--- src/rtl/cond_sink_burst.sv ---
// Conditional burst sink: one control token selects PASS or SINK for a run of 1..2^CW data tokens.
// Latency: a PASS token accepted at edge t is visible on d_o/r_o after edge t when the buffer was empty.
// Backpressure: a_i is registered-only; PASS stalls when the 2-entry buffer is full, SINK never stalls.
module cond_sink_burst #(
  parameter int N  = 32,
  parameter int CW = 4,
  parameter int DW = 16
) (
  input  logic          clk,
  input  logic          rst,
  input  logic          r_i,
  output logic          a_i,
  input  logic [N-1:0]  d_i,
  input  logic          rctl_i,
  input  logic [CW:0]   dctl_i,
  output logic          actl_i,
  output logic          r_o,
  input  logic          a_o,
  output logic [N-1:0]  d_o,
  output logic          busy,
  output logic [DW-1:0] drop_cnt
);

  typedef enum logic {S_IDLE = 1'b0, S_ACTIVE = 1'b1} state_t;

  state_t          r_state;
  state_t          w_next;
  logic            r_mode;       // 1 = PASS, 0 = SINK
  logic [CW:0]     r_rem;        // one bit wider than the length field so 2^CW fits
  logic [N-1:0]    r_mem [2];
  logic            r_wr_ptr;
  logic            r_rd_ptr;
  logic [1:0]      r_count;
  logic [DW-1:0]   r_drop_cnt;

  logic            w_full;
  logic            w_empty;
  logic            w_ctl_xfer;
  logic            w_din_xfer;
  logic            w_push;
  logic            w_pop;
  logic            w_drop;
  logic            w_last;
  logic [CW:0]     w_len;

  assign w_full     = (r_count == 2'd2);
  assign w_empty    = (r_count == 2'd0);
  assign w_ctl_xfer = rctl_i & actl_i;
  assign w_din_xfer = r_i & a_i;
  assign w_push     = w_din_xfer & r_mode;
  assign w_drop     = w_din_xfer & ~r_mode;
  assign w_pop      = r_o & a_o;
  assign w_last     = w_din_xfer & (r_rem == (CW+1)'(1));
  assign w_len      = {1'b0, dctl_i[CW-1:0]} + (CW+1)'(1);

  // State register
  always_ff @(posedge clk or posedge rst) begin
    if (rst) r_state <= S_IDLE;
    else     r_state <= w_next;
  end

  // Next state: control accept opens a burst, the final data transfer closes it
  always_comb begin
    w_next = r_state;
    case (r_state)
      S_IDLE:   if (w_ctl_xfer) w_next = S_ACTIVE;
      S_ACTIVE: if (w_last)     w_next = S_IDLE;
      default:  w_next = S_IDLE;
    endcase
  end

  // Handshake outputs derive only from registered state, never from a_o or r_i
  always_comb begin
    a_i    = 1'b0;
    actl_i = 1'b0;
    busy   = 1'b0;
    case (r_state)
      S_IDLE: actl_i = 1'b1;
      S_ACTIVE: begin
        busy = 1'b1;
        a_i  = ~r_mode | ~w_full;
      end
      default: actl_i = 1'b0;
    endcase
  end

  // Burst mode and remaining-token count
  always_ff @(posedge clk or posedge rst) begin
    if (rst) begin
      r_mode <= 1'b0;
      r_rem  <= '0;
    end else if (w_ctl_xfer) begin
      r_mode <= dctl_i[CW];
      r_rem  <= w_len;
    end else if (w_din_xfer) begin
      r_rem  <= r_rem - (CW+1)'(1);
    end
  end

  // Two-entry in-order pass buffer; simultaneous push and pop keeps occupancy
  always_ff @(posedge clk or posedge rst) begin
    if (rst) begin
      r_mem[0] <= '0;
      r_mem[1] <= '0;
      r_wr_ptr <= 1'b0;
      r_rd_ptr <= 1'b0;
      r_count  <= 2'd0;
    end else begin
      if (w_push) begin
        r_mem[r_wr_ptr] <= d_i;
        r_wr_ptr        <= ~r_wr_ptr;
      end
      if (w_pop) r_rd_ptr <= ~r_rd_ptr;
      case ({w_push, w_pop})
        2'b10:   r_count <= r_count + 2'd1;
        2'b01:   r_count <= r_count - 2'd1;
        default: r_count <= r_count;
      endcase
    end
  end

  // Saturating count of sunk tokens
  always_ff @(posedge clk or posedge rst) begin
    if (rst)                              r_drop_cnt <= '0;
    else if (w_drop && (r_drop_cnt != '1)) r_drop_cnt <= r_drop_cnt + DW'(1);
  end

  assign r_o      = ~w_empty;
  assign d_o      = w_empty ? '0 : r_mem[r_rd_ptr];
  assign drop_cnt = r_drop_cnt;

endmodule

--- config.mk ---
export PLATFORM = sky130hd
export DESIGN_NAME = cond_sink_burst
export DESIGN_NICKNAME = d
export VERILOG_FILES = /design/src/rtl/cond_sink_burst.sv
export SDC_FILE = /design/constraint.sdc
export NUM_CORES = 1
export LEC_CHECK = 0
export CAP_MARGIN = 0
export CORE_MARGIN = 5
export CORE_UTILIZATION = 25
export CTS_BUF_LIST = sky130_fd_sc_hd__clkbuf_8 sky130_fd_sc_hd__clkbuf_16
export CTS_CLUSTER_DIAMETER = 120
export DETAILED_ROUTE_END_ITERATION = 7
export GPL_ROUTABILITY_DRIVEN = 1
export RECOVER_POWER = 50
export SLEW_MARGIN = 20
export SYNTH_ARGS = -nofsm -noshare
export SYNTH_HDL_FRONTEND = slang
export SYNTH_SLANG_ARGS = --single-unit
export TNS_END_PERCENT = 30
--- constraint.sdc ---
create_clock -name clk -period 4.6 [get_ports clk]
set_input_delay 0.69 -clock clk [delete_from_list [all_inputs] [get_ports clk]]
set_output_delay 0.69 -clock clk [all_outputs]
set_load 0.01 [all_outputs]
==> impl_metrics.json <==
{
  "outcome": "finished, final reports clean",
  "std_cell_rows": 49,
  "synth-compound-area-share": 0.01999,
  "synthCells": 344,
  "r2r_end": "r_mem[39]$_DFFE_PP0P_",
  "ys_seq_area_frac": 0.5053,
  "worstPathRequired_ns": 3.91,
  "overflow": 0,
  "vias": 2925,
  "hold_violations": 0,
  "crit_path_max_fanout": 33,
  "yosys_warnings": 0,
  "drive_above_1_share": 0.2027,
  "rsz0062_at_grt": "false",
  "synth_cell_types": 43,
  "synth_seq_cells": 91,
  "drc": 0,
  "fp.dieArea_um2": 20810,
  "use_met3": 0.03340,
  "layout_min_cycle_time_ns": 3.084,
  "critPathKind": "flop to output port",
  "ant_nets": 0,
  "power_density_nw_per_um2": 698.2,
  "p_leak_nw": 2.575,
  "tns_ns": 0,
  "yosys.area_share.simple": 0.1083,
  "cts_hold_buf": 0,
  "grt_util_met2": 0.1607,
  "antenna_found_initial": 0,
  "syn_nets": 391,
  "area_delta_synth_final_pct": 30.15,
  "fin_skew_ns": 0.008550,
  "die_height_um": 144.3,
  "clockBufferDepth": 2,
  "async_flop_share": 1.000,
  "grt_pass1_vias": 3064,
  "cts_buffers": 9,
  "fin_cells": 668,
  "initial_core_util": 0.2526,
  "final_cell_area_um2": 5866,
  "cts.clk_slew.worst_paths_ns": 0.07,
  "dpl-instance-area_um2": 5599,
  "postSynthAreaPerCell_um2": 13.10,
  "final_cell_mix": "dfrtp_1, clkdlybuf4s50_1, mux2i_1, nor2_1, mux2_2",
  "tightest_slew_ns": 1.314,
  "hp-class": "flop to flop",
  "max_freq_mhz": 324.3,
  "clock_latency_ns": 0.34,
  "cts_setup_buffers": 0,
  "core_region_area_um2": 17840,
  "final_nets": 481,
  "crit_path_start_kind": "flop",
  "synthFlopType": "dfrtp_1",
  "synth_edf_count": 0,
  "drt_iter0_drc": 119,
  "timing.slew.headroom": 0.1242,
  "wl_per_cell_um": 15.06,
  "setup_viol": 0,
  "cts_tree": "done",
  "nFillCells": 1761,
  "dp_hpwl_um": 6641,
  "post-place-cells": 652,
  "slew_violations": 0,
  "max-cap-violations": 0,
  "synthAdderAreaFrac": 0.01388,
  "first_pass_iters": 4,
  "power_w": 0.004095,
  "whs_ns": 0.5055,
  "portBuffers": 93,
  "peakVddDrop_uv": 286.9,
  "diodes": 0,
  "syn_area_um2": 4507,
  "r2r_slack_ns": 2.16,
  "cts_htree_levels": 3,
  "synthMuxAreaShare": 0.2685,
  "cp-endpoint": "d_o[30]",
  "met1_usage": 0.1227,
  "startpoint": "r_rd_ptr$_DFFE_PP0P_",
  "r2r_cells": 4,
  "grtUsageTotal": 0.09860,
  "die_w_um": 144.3,
  "clock-sinks": 91,
  "gr-max-usage-layer": "met2",
  "synth-xor-area-share": 0.04664,
  "grt_max_degree": 69,
  "via_per_inst": 4.379,
  "fin_crit_sh": 0.6703,
  "cp-end-kind": "output port",
  "r2r_start": "r_state$_DFF_PP0_",
  "cp.arrival_ns": 2.39,
  "wirelength_um": 10060,
  "cts-resized-gates": 0,
  "ios": 94,
  "synth_top_family_by_area": "multiplexers",
  "grt_pass1_wl_um": 16020,
  "globalplace.congestion": 0.8038,
  "clockRootBuffer": "clkbuf_16"
}
==> cell usage after synthesis (all sizes together) (3+ instances only) <==
cell type,count,area (um2)
mux2i,35,350.3
and2,5,31.28
inv,6,22.52
nor3,5,36.29
ha,5,62.56
nand2,11,46.29
o21ai,5,25.02
nor2,37,155.2
nand3,11,72.57
buf,10,113.9
xnor2,5,43.79
nand4,4,40.04
a21oi,3,15.01
dfrtp,91,2277
clkbuf,6,32.53
mux2,66,859.6
nor4,5,37.53
a211oi,3,22.52
xor2,19,166.4
==> layout make-up <==
type                    count  area (um2)  share of cell area
multi-input cells         231        2032              0.3464
well taps                 229       286.5             0.04885
flip-flops and latches     91        2278              0.3884
clock buffers               9       225.2             0.03840
repair buffers             95       942.2              0.1606
clock inverters             7       76.32             0.01301
inverters                   6       25.02            0.004266
==> worst max-delay path, cell delays in order (launching register included) <==
cell	delay (ns)
dfrtp_2	1.08
mux2i_1	0.17
nor2_1	0.21
clkdlybuf4s50_1	0.58
==> logic make-up (layout without fill, tap and decap cells) <==
kind of cell               after synthesis  in the layout
AOI/OAI and AO/OA                       14             14
xor gates and xnor gates                24             24
adders and majority gates                5              5
buffers and inverters                   22            117
DFF                                     91             91
muxes                                  101            101
and+or+nand+nor                         87             87
==> registers in the layout, indices dropped and copies added (netlist names) <==
| signal | cells |
|---|---|
| r_state | 1 |
| r_mem | 64 |
| r_count | 2 |
| r_mode | 1 |
| r_rd_ptr | 1 |
| r_rem | 5 |
| drop_cnt | 16 |
| r_wr_ptr | 1 |
==> metal layers <==
layer | vias up | share of wire
met5 | - | 0
met4 | 0 | 0.015
met3 | 12 | 0.064
met2 | 79 | 0.48
met1 | 1463 | 0.44
li1 | 1371 | -
==> stage by stage <==
step	setup WS, ns	util
5_1_grt	1.390	0.3288
3_3_place_gp	1.701	0.3138
4_1_cts	1.457	0.3307
3_5_place_dp	1.703	0.3138
6_report	1.516	0.3288
2_1_floorplan	1.546	-
==> worst min path at each step <==
stage          cells after the start  slack (ns)                       to                    start
2_1_floorplan                      1        0.48    r_mem[29]$_DFFE_PP0P_    r_mem[29]$_DFFE_PP0P_
3_3_place_gp                       1        0.48  drop_cnt[6]$_DFFE_PP0P_  drop_cnt[6]$_DFFE_PP0P_
3_5_place_dp                       1        0.49  drop_cnt[6]$_DFFE_PP0P_  drop_cnt[6]$_DFFE_PP0P_
4_1_cts                            1        0.51  drop_cnt[6]$_DFFE_PP0P_  drop_cnt[6]$_DFFE_PP0P_
5_1_grt                            1        0.52     r_mem[2]$_DFFE_PP0P_     r_mem[2]$_DFFE_PP0P_
6_report                           1        0.51    r_mem[16]$_DFFE_PP0P_    r_mem[16]$_DFFE_PP0P_
==> where the power goes <==
part	internal (W)	switching [W]	leakage, nW
registers	0.00117	0.000328	1.10
logic	0.00114	0.000717	1.32
clock network	0.000425	0.000319	0.148
total	0.00273	0.00136	2.58
Note: power is estimated with default switching activity, not from simulation.
==> variant 1, RTL diff (config.mk and constraints unchanged) <==
Change the parameter `N` from 32 to 48.
--- a/src/rtl/cond_sink_burst.sv
+++ b/src/rtl/cond_sink_burst.sv
@@ -2,7 +2,7 @@
 // Latency: a PASS token accepted at edge t is visible on d_o/r_o after edge t when the buffer was empty.
 // Backpressure: a_i is registered-only; PASS stalls when the 2-entry buffer is full, SINK never stalls.
 module cond_sink_burst #(
-  parameter int N  = 32,
+  parameter int N  = 48,
   parameter int CW = 4,
   parameter int DW = 16
 ) (
Ports: changed (resized d_i and d_o); port bits go from 94 to 126. The function was not compared with the original's and may differ.
==> variant 1 against the original RTL <==
The flow now finishes with violations (capacitance limit, slew limit); utilization increased by 1.6 points; sequential power increased by 31%; sequential share of layout area decreased by 0.78 points; routed wire length increased by 39%; worst setup slack got worse by 57 ps; die area increased by 30%; area after synthesis increased by 32%; register-to-register slack got worse by 40 ps; design area increased by 38%; critical endpoint is now d_o[26]; count of clock-buffer cells in the layout increased by 9; total power increased by 46%; clock power increased by 81%; highest routed layer unchanged; sequential cell count increased by 32.
==> variant 1: results (changes against the original RTL) <==
Run status
  • Status: finished, violations left
  • Failing checks: capacitance limit, slew limit

Synth
  • Adder-Cell Fraction of Synth Area: 0.01050 (-0.003381)
  • Most common flop cell mapped by yosys: dfrtp_1
  • Asr flop ratio synth: 1.000 (unchanged)
  • Post-synth cell types: 45 (+4.7%)
  • Synth top cells by count: 123 x dfrtp_1, 58 x mux2_2, 55 x nor2_1
  • Compound-gate portion of the synthesized area: 0.01911 (-0.0008793)
  • Syn Nets: 513 (+31%)
  • Top post-synthesis cells by area: dfrtp_1 52%, mux2_2 11%, mux2_4 10%
  • Mux contribution to synthesized area: 0.2961 (+0.02763)
  • Synth Area in XOR/XNOR: 0.03528 (-0.01136)
  • Area share of the largest cell type after synthesis: 0.5166 (+0.01131)
  • Sequential share of the synthesized area: 0.5166 (+0.01131)
  • Synthesis warning total: 0 (unchanged)

STA
  • Least-Margin Pin Slew: 2944 ps (+1630 ps)
  • Pins Over Slew Limit: 63 (+63)
  • Clk_skew: 7.779 ps (-0.7707 ps)

Die
  • Die W: 164.4 um (+14%)

Setup path
  • Critical Path Max Stage Delay: 520 ps (-560 ps)
  • Slowest-stage cell, CP: nor2_4
  • Worst EP arrival: 2450 ps (+60 ps)
  • Worst-path fanout max: 29 (-12%)
  • Delay-heaviest family, CP: buffers and inverters

Placement
  • GP Congestion: 0.7347 (-8.6%)
  • Number of port buffers: 125 (+34%)
  • Detailed Place HPWL: 9423 um (+42%)

CTS
  • Resize count post-CTS: 0 (unchanged)
  • Htree depth: 4 (+1)
  • Clk pin slew, worst setup/hold paths: 50 ps (-20 ps)
  • CTS Root Cell: clkbuf_16
  • Inserted Clock Buffers: 17 (+8)
  • Worst-Skew Late Latency: 410 ps (+70 ps)

Final layout
  • Layout cells sized above 1: 0.2402 (+0.03747)
  • # diodes: 0 (unchanged)
  • Max FFs per register: 96 (+50%)
  • Fill cell count: 2333 (+32%)
  • Final #Nets: 637 (+32%)

Power and ir drop
  • Worst VDD drop: 0.0003013 V (+5.0%)
  • Sw Pwr: 1.940 mW (+42%)
  • P_leak: 3.586 nW (+39%)

Detailed routing
  • Wire per inst: 15.49 um (+2.8%)
  • 1st-iter DRT viols: 118 (-0.84%)
  • Pre-antenna DRT Iters: 4 (unchanged)
  • Vias per cell: 4.206 (-3.9%)

Worst hold path
  • Min-delay worst type: register to register

GRT
  • GRT Total Usage: 0.1080 (+0.009363)
  • Met1 Use GR: 0.1419 (+0.01916)
  • GR met2 Demand/Resource: 0.1710 (+0.01033)
  • Number of global-route vias before repair: 4193 (+37%)
  • First-pass GRT wire length: 22700 um (+42%)
  • Largest net degree at the start of global routing: 64 (-7.2%)
  • GR Util met3: 0.03394 (+0.0005411)
  • Initial antenna violation count: 0 (unchanged)

Job
  • Max-cap violations: 1 (+1)
[variant 1: path summary, 6_finish.rpt]
kind                              start            to  slack (ps)  cells after the start
max in group asynchronous           rst     r_mem[90]        1700                      2
max                          r_count[0]       d_o[26]        1460                      4
min in group asynchronous           rst     r_mem[16]        1570                      2
min                        drop_cnt[15]  drop_cnt[15]         490                      1
min reg2reg                drop_cnt[15]  drop_cnt[15]         490                      1
max reg2reg                  r_count[0]    r_count[1]        2120                      7
[variant 1: per-stage QoR]
step	std cells	area, um2	worst slack, ps
3_3_place_gp	874	7523	1488
5_1_grt	906	8090	1120
6_report	906	8090	1459
2_1_floorplan	450	5958	639.1
4_1_cts	906	8117	1367
3_5_place_dp	874	7523	1476
[variant 1: cell type report]
cell class | count | area [um2] | area share
timing repair buffer | 130 | 1326 | 0.1639
multi-input combinational | 296 | 2669 | 0.3299
clock buffer | 18 | 439.2 | 0.05428
inverter | 6 | 23.77 | 0.002938
clock inverter | 14 | 153.9 | 0.01902
tap | 319 | 399.1 | 0.04934
sequential | 123 | 3079 | 0.3806
[variant 1: power groups by stage]
stage | clock [mW] | sequential, mW | combinational, mW
CTS | 1.39 | 1.97 | 2.76
detailed placement | 0 | 1.98 | 2.75
finish | 1.35 | 1.96 | 2.68
floorplan | 0 | 1.85 | 1.71
global route | 1.44 | 2.03 | 2.92
global placement | 0 | 1.97 | 2.72
[variant 1: routing by layer]
metal | wire length [um] | share of wire
met4 | 164 | 0.012
met5 | 0 | 0
met3 | 568 | 0.040
met2 | 6746 | 0.48
met1 | 6549 | 0.47
[variant 1: worst register-to-register path, delay by kind of cell (launching register included)]
kind,cells,cell delay [ps]
buf+inv,2,550
flops,1,450
xor+xnor,1,180
fa+ha+maj,1,340
simple gates,3,880
[variant 1: cells by family after synthesis]
| kind of cell | Yosys count |
|---|---|
| AOI/OAI and AO/OA | 15 |
| xor gates and xnor gates | 24 |
| adders and majority gates | 5 |
| buffers and inverters | 31 |
| DFF | 123 |
| muxes | 149 |
| and+or+nand+nor | 103 |
==> variant 2, RTL diff (config.mk and constraints unchanged) <==
Without the edit above. Add an input register stage for `r_i`, `d_i`, `rctl_i`, `dctl_i` and `a_o`, without a reset; this delays them by one clock. Comments in the files are not updated.
--- a/src/rtl/cond_sink_burst.sv
+++ b/src/rtl/cond_sink_burst.sv
@@ -23,6 +23,20 @@
 
   typedef enum logic {S_IDLE = 1'b0, S_ACTIVE = 1'b1} state_t;
 
+  logic r_q;
+  logic [N-1:0] d_q;
+  logic rctl_q;
+  logic [CW:0] dctl_q;
+  logic a_o_q;
+
+  always_ff @(posedge clk) begin
+    r_q    <= r_i;
+    d_q    <= d_i;
+    rctl_q <= rctl_i;
+    dctl_q <= dctl_i;
+    a_o_q  <= a_o;
+  end
+
   state_t          r_state;
   state_t          w_next;
   logic            r_mode;       // 1 = PASS, 0 = SINK
@@ -45,13 +59,13 @@
 
   assign w_full     = (r_count == 2'd2);
   assign w_empty    = (r_count == 2'd0);
-  assign w_ctl_xfer = rctl_i & actl_i;
-  assign w_din_xfer = r_i & a_i;
+  assign w_ctl_xfer = rctl_q & actl_i;
+  assign w_din_xfer = r_q & a_i;
   assign w_push     = w_din_xfer & r_mode;
   assign w_drop     = w_din_xfer & ~r_mode;
-  assign w_pop      = r_o & a_o;
+  assign w_pop      = r_o & a_o_q;
   assign w_last     = w_din_xfer & (r_rem == (CW+1)'(1));
-  assign w_len      = {1'b0, dctl_i[CW-1:0]} + (CW+1)'(1);
+  assign w_len      = {1'b0, dctl_q[CW-1:0]} + (CW+1)'(1);
 
   // State register
   always_ff @(posedge clk or posedge rst) begin
@@ -90,7 +104,7 @@
       r_mode <= 1'b0;
       r_rem  <= '0;
     end else if (w_ctl_xfer) begin
-      r_mode <= dctl_i[CW];
+      r_mode <= dctl_q[CW];
       r_rem  <= w_len;
     end else if (w_din_xfer) begin
       r_rem  <= r_rem - (CW+1)'(1);
@@ -107,7 +121,7 @@
       r_count  <= 2'd0;
     end else begin
       if (w_push) begin
-        r_mem[r_wr_ptr] <= d_i;
+        r_mem[r_wr_ptr] <= d_q;
         r_wr_ptr        <= ~r_wr_ptr;
       end
       if (w_pop) r_rd_ptr <= ~r_rd_ptr;
Function: changed (Yosys sat finds a counterexample within 4 cycles, from zero or initial values and one cycle with rst high).
==> variant 2 against the original RTL <==
The run now ends with capacitance limit, slew limit left; via count grew 11%; area after synthesis is 13% higher; sequential cell count is 40 higher; non-clock buffer count up 2; clock skew fell by 0.82 ps; design area is 18% higher; total power up 18%; fmax decreased by 5.7%; clock power grew 75%; register-to-register slack improved by 160 ps; utilization increased by 1.4 points; routed wire length up 7.4%; worst setup slack worse by 190 ps.
==> variant 2: results (changes against the original RTL) <==
Run status
  • Status: finished, violations left
  • Failing checks: capacitance limit, slew limit

STA
  • Rel. slew slack: -0.8650 (-0.9892)
  • Pins Over Slew Limit: 62 (+62)
  • Post-route clock period utilization: 0.7108 (+0.04043)

Final layout
  • Layout cells sized above 1: 0.08982 (-0.1129)
  • Final #Nets: 535 (+11%)
  • Fill cell count: 1998 (+13%)

Synth
  • Adder-Cell Fraction of Synth Area: 0.01223 (-0.001650)
  • Syn Nets: 432 (+10%)
  • Top post-synthesis cells by area: dfrtp_1 45%, dfxtp_1 16%, mux2_1 15%
  • Post-synth cell types: 44 (+2.3%)
  • Asr flop ratio synth: 0.6947 (-0.3053)
  • Mux contribution to synthesized area: 0.2140 (-0.05442)
  • Compound-gate portion of the synthesized area: 0.01908 (-0.0009087)

Detailed routing
  • Met1 WL: 4791 um (+8.9%)
  • Pre-antenna DRT Iters: 3 (-1)
  • Met2 Routed Length: 5406 um (+11%)
  • Vias per cell: 4.196 (-4.2%)
  • Routed length on met3: 421 um (-35%)
  • Post-Route WL: 10800 um (+7.4%)

Setup path
  • R2r endpoint: r_count[1]
  • Delay-heaviest family, CP: buffers and inverters
  • Beginning of the worst register-to-register path: r_count[0]
  • Worst-path fanout max: 61 (+85%)
  • Critical Path Max Stage Delay: 1550 ps (+470 ps)

GRT
  • Met1 Use GR: 0.1169 (-0.005775)
  • Largest net degree at the start of global routing: 62 (-10%)
  • First-pass GRT wire length: 18410 um (+15%)
  • Number of global-route vias before repair: 3638 (+19%)

Job
  • Max-cap violations: 1 (+1)

Placement
  • GP Congestion: 0.7498 (-6.7%)
  • DP Worst Slack: 1862 ps (+158.4 ps)

CTS
  • Worst-Skew Late Latency: 410 ps (+70 ps)
  • Inserted Clock Buffers: 17 (+8)
-- variant 2: changes by cell type after synthesis, sizes merged, moves of 3 or more --
cell and delta:
a31oi +3, dfxtp +40, nand3 -4, nor2 +10
o21ai -3, or3 +3, xor2 -6
-- variant 2: worst max-delay path by stage --
stage | from | endpoint
after floorplan | rst | drop_cnt[0]
after global placement | r_state | r_mem[17]
after detailed placement | r_rd_ptr | d_o[31]
after CTS | r_rd_ptr | d_o[31]
after global routing | rst | drop_cnt[8]
final | rst | drop_cnt[8]
-- variant 2: per-stage QoR --
step | cell area (um2) | cells | util | hold slack [ps] | power [mW]
finish | 6920 | 771 | 0.3431 | 463.1 | 4.834
global placement | 6347 | 737 | 0.3147 | 444.7 | 3.529
detailed placement | 6359 | 738 | 0.3153 | 453.8 | 3.596
floorplan | 5115 | 385 | - | 436.4 | 2.753
CTS | 6934 | 770 | 0.3438 | 468.8 | 4.937
global route | 6920 | 771 | 0.3431 | 485.5 | 5.157
-- variant 2: worst register-to-register path: stages (launching register included) --
cell,delay [ps]
dfrtp_1,450
nor2_4,750
inv_1,150
and2_1,240
ha_1,310
nor2_1,150
xor2_1,150
-- variant 2: area by class of cell --
class,instances,area (um2),area share
Multi-Input combinational cell,233,1914,0.2766
Tap cell,270,337.8,0.04882
Sequential cell,131,3079,0.4449
Clock buffer,17,425.4,0.06147
Clock inverter,15,150.1,0.02170
Timing Repair Buffer,97,982.2,0.1419
Inverter,8,31.28,0.004520
-- variant 2: power breakdown --
group / total, mW / leakage [nW] / switching, mW / internal, mW
Sequential: 1.84 / 1.44 / 0.312 / 1.53
Clock: 1.30 / 0.269 / 0.546 / 0.758
Combinational: 1.69 / 1.24 / 0.717 / 0.969
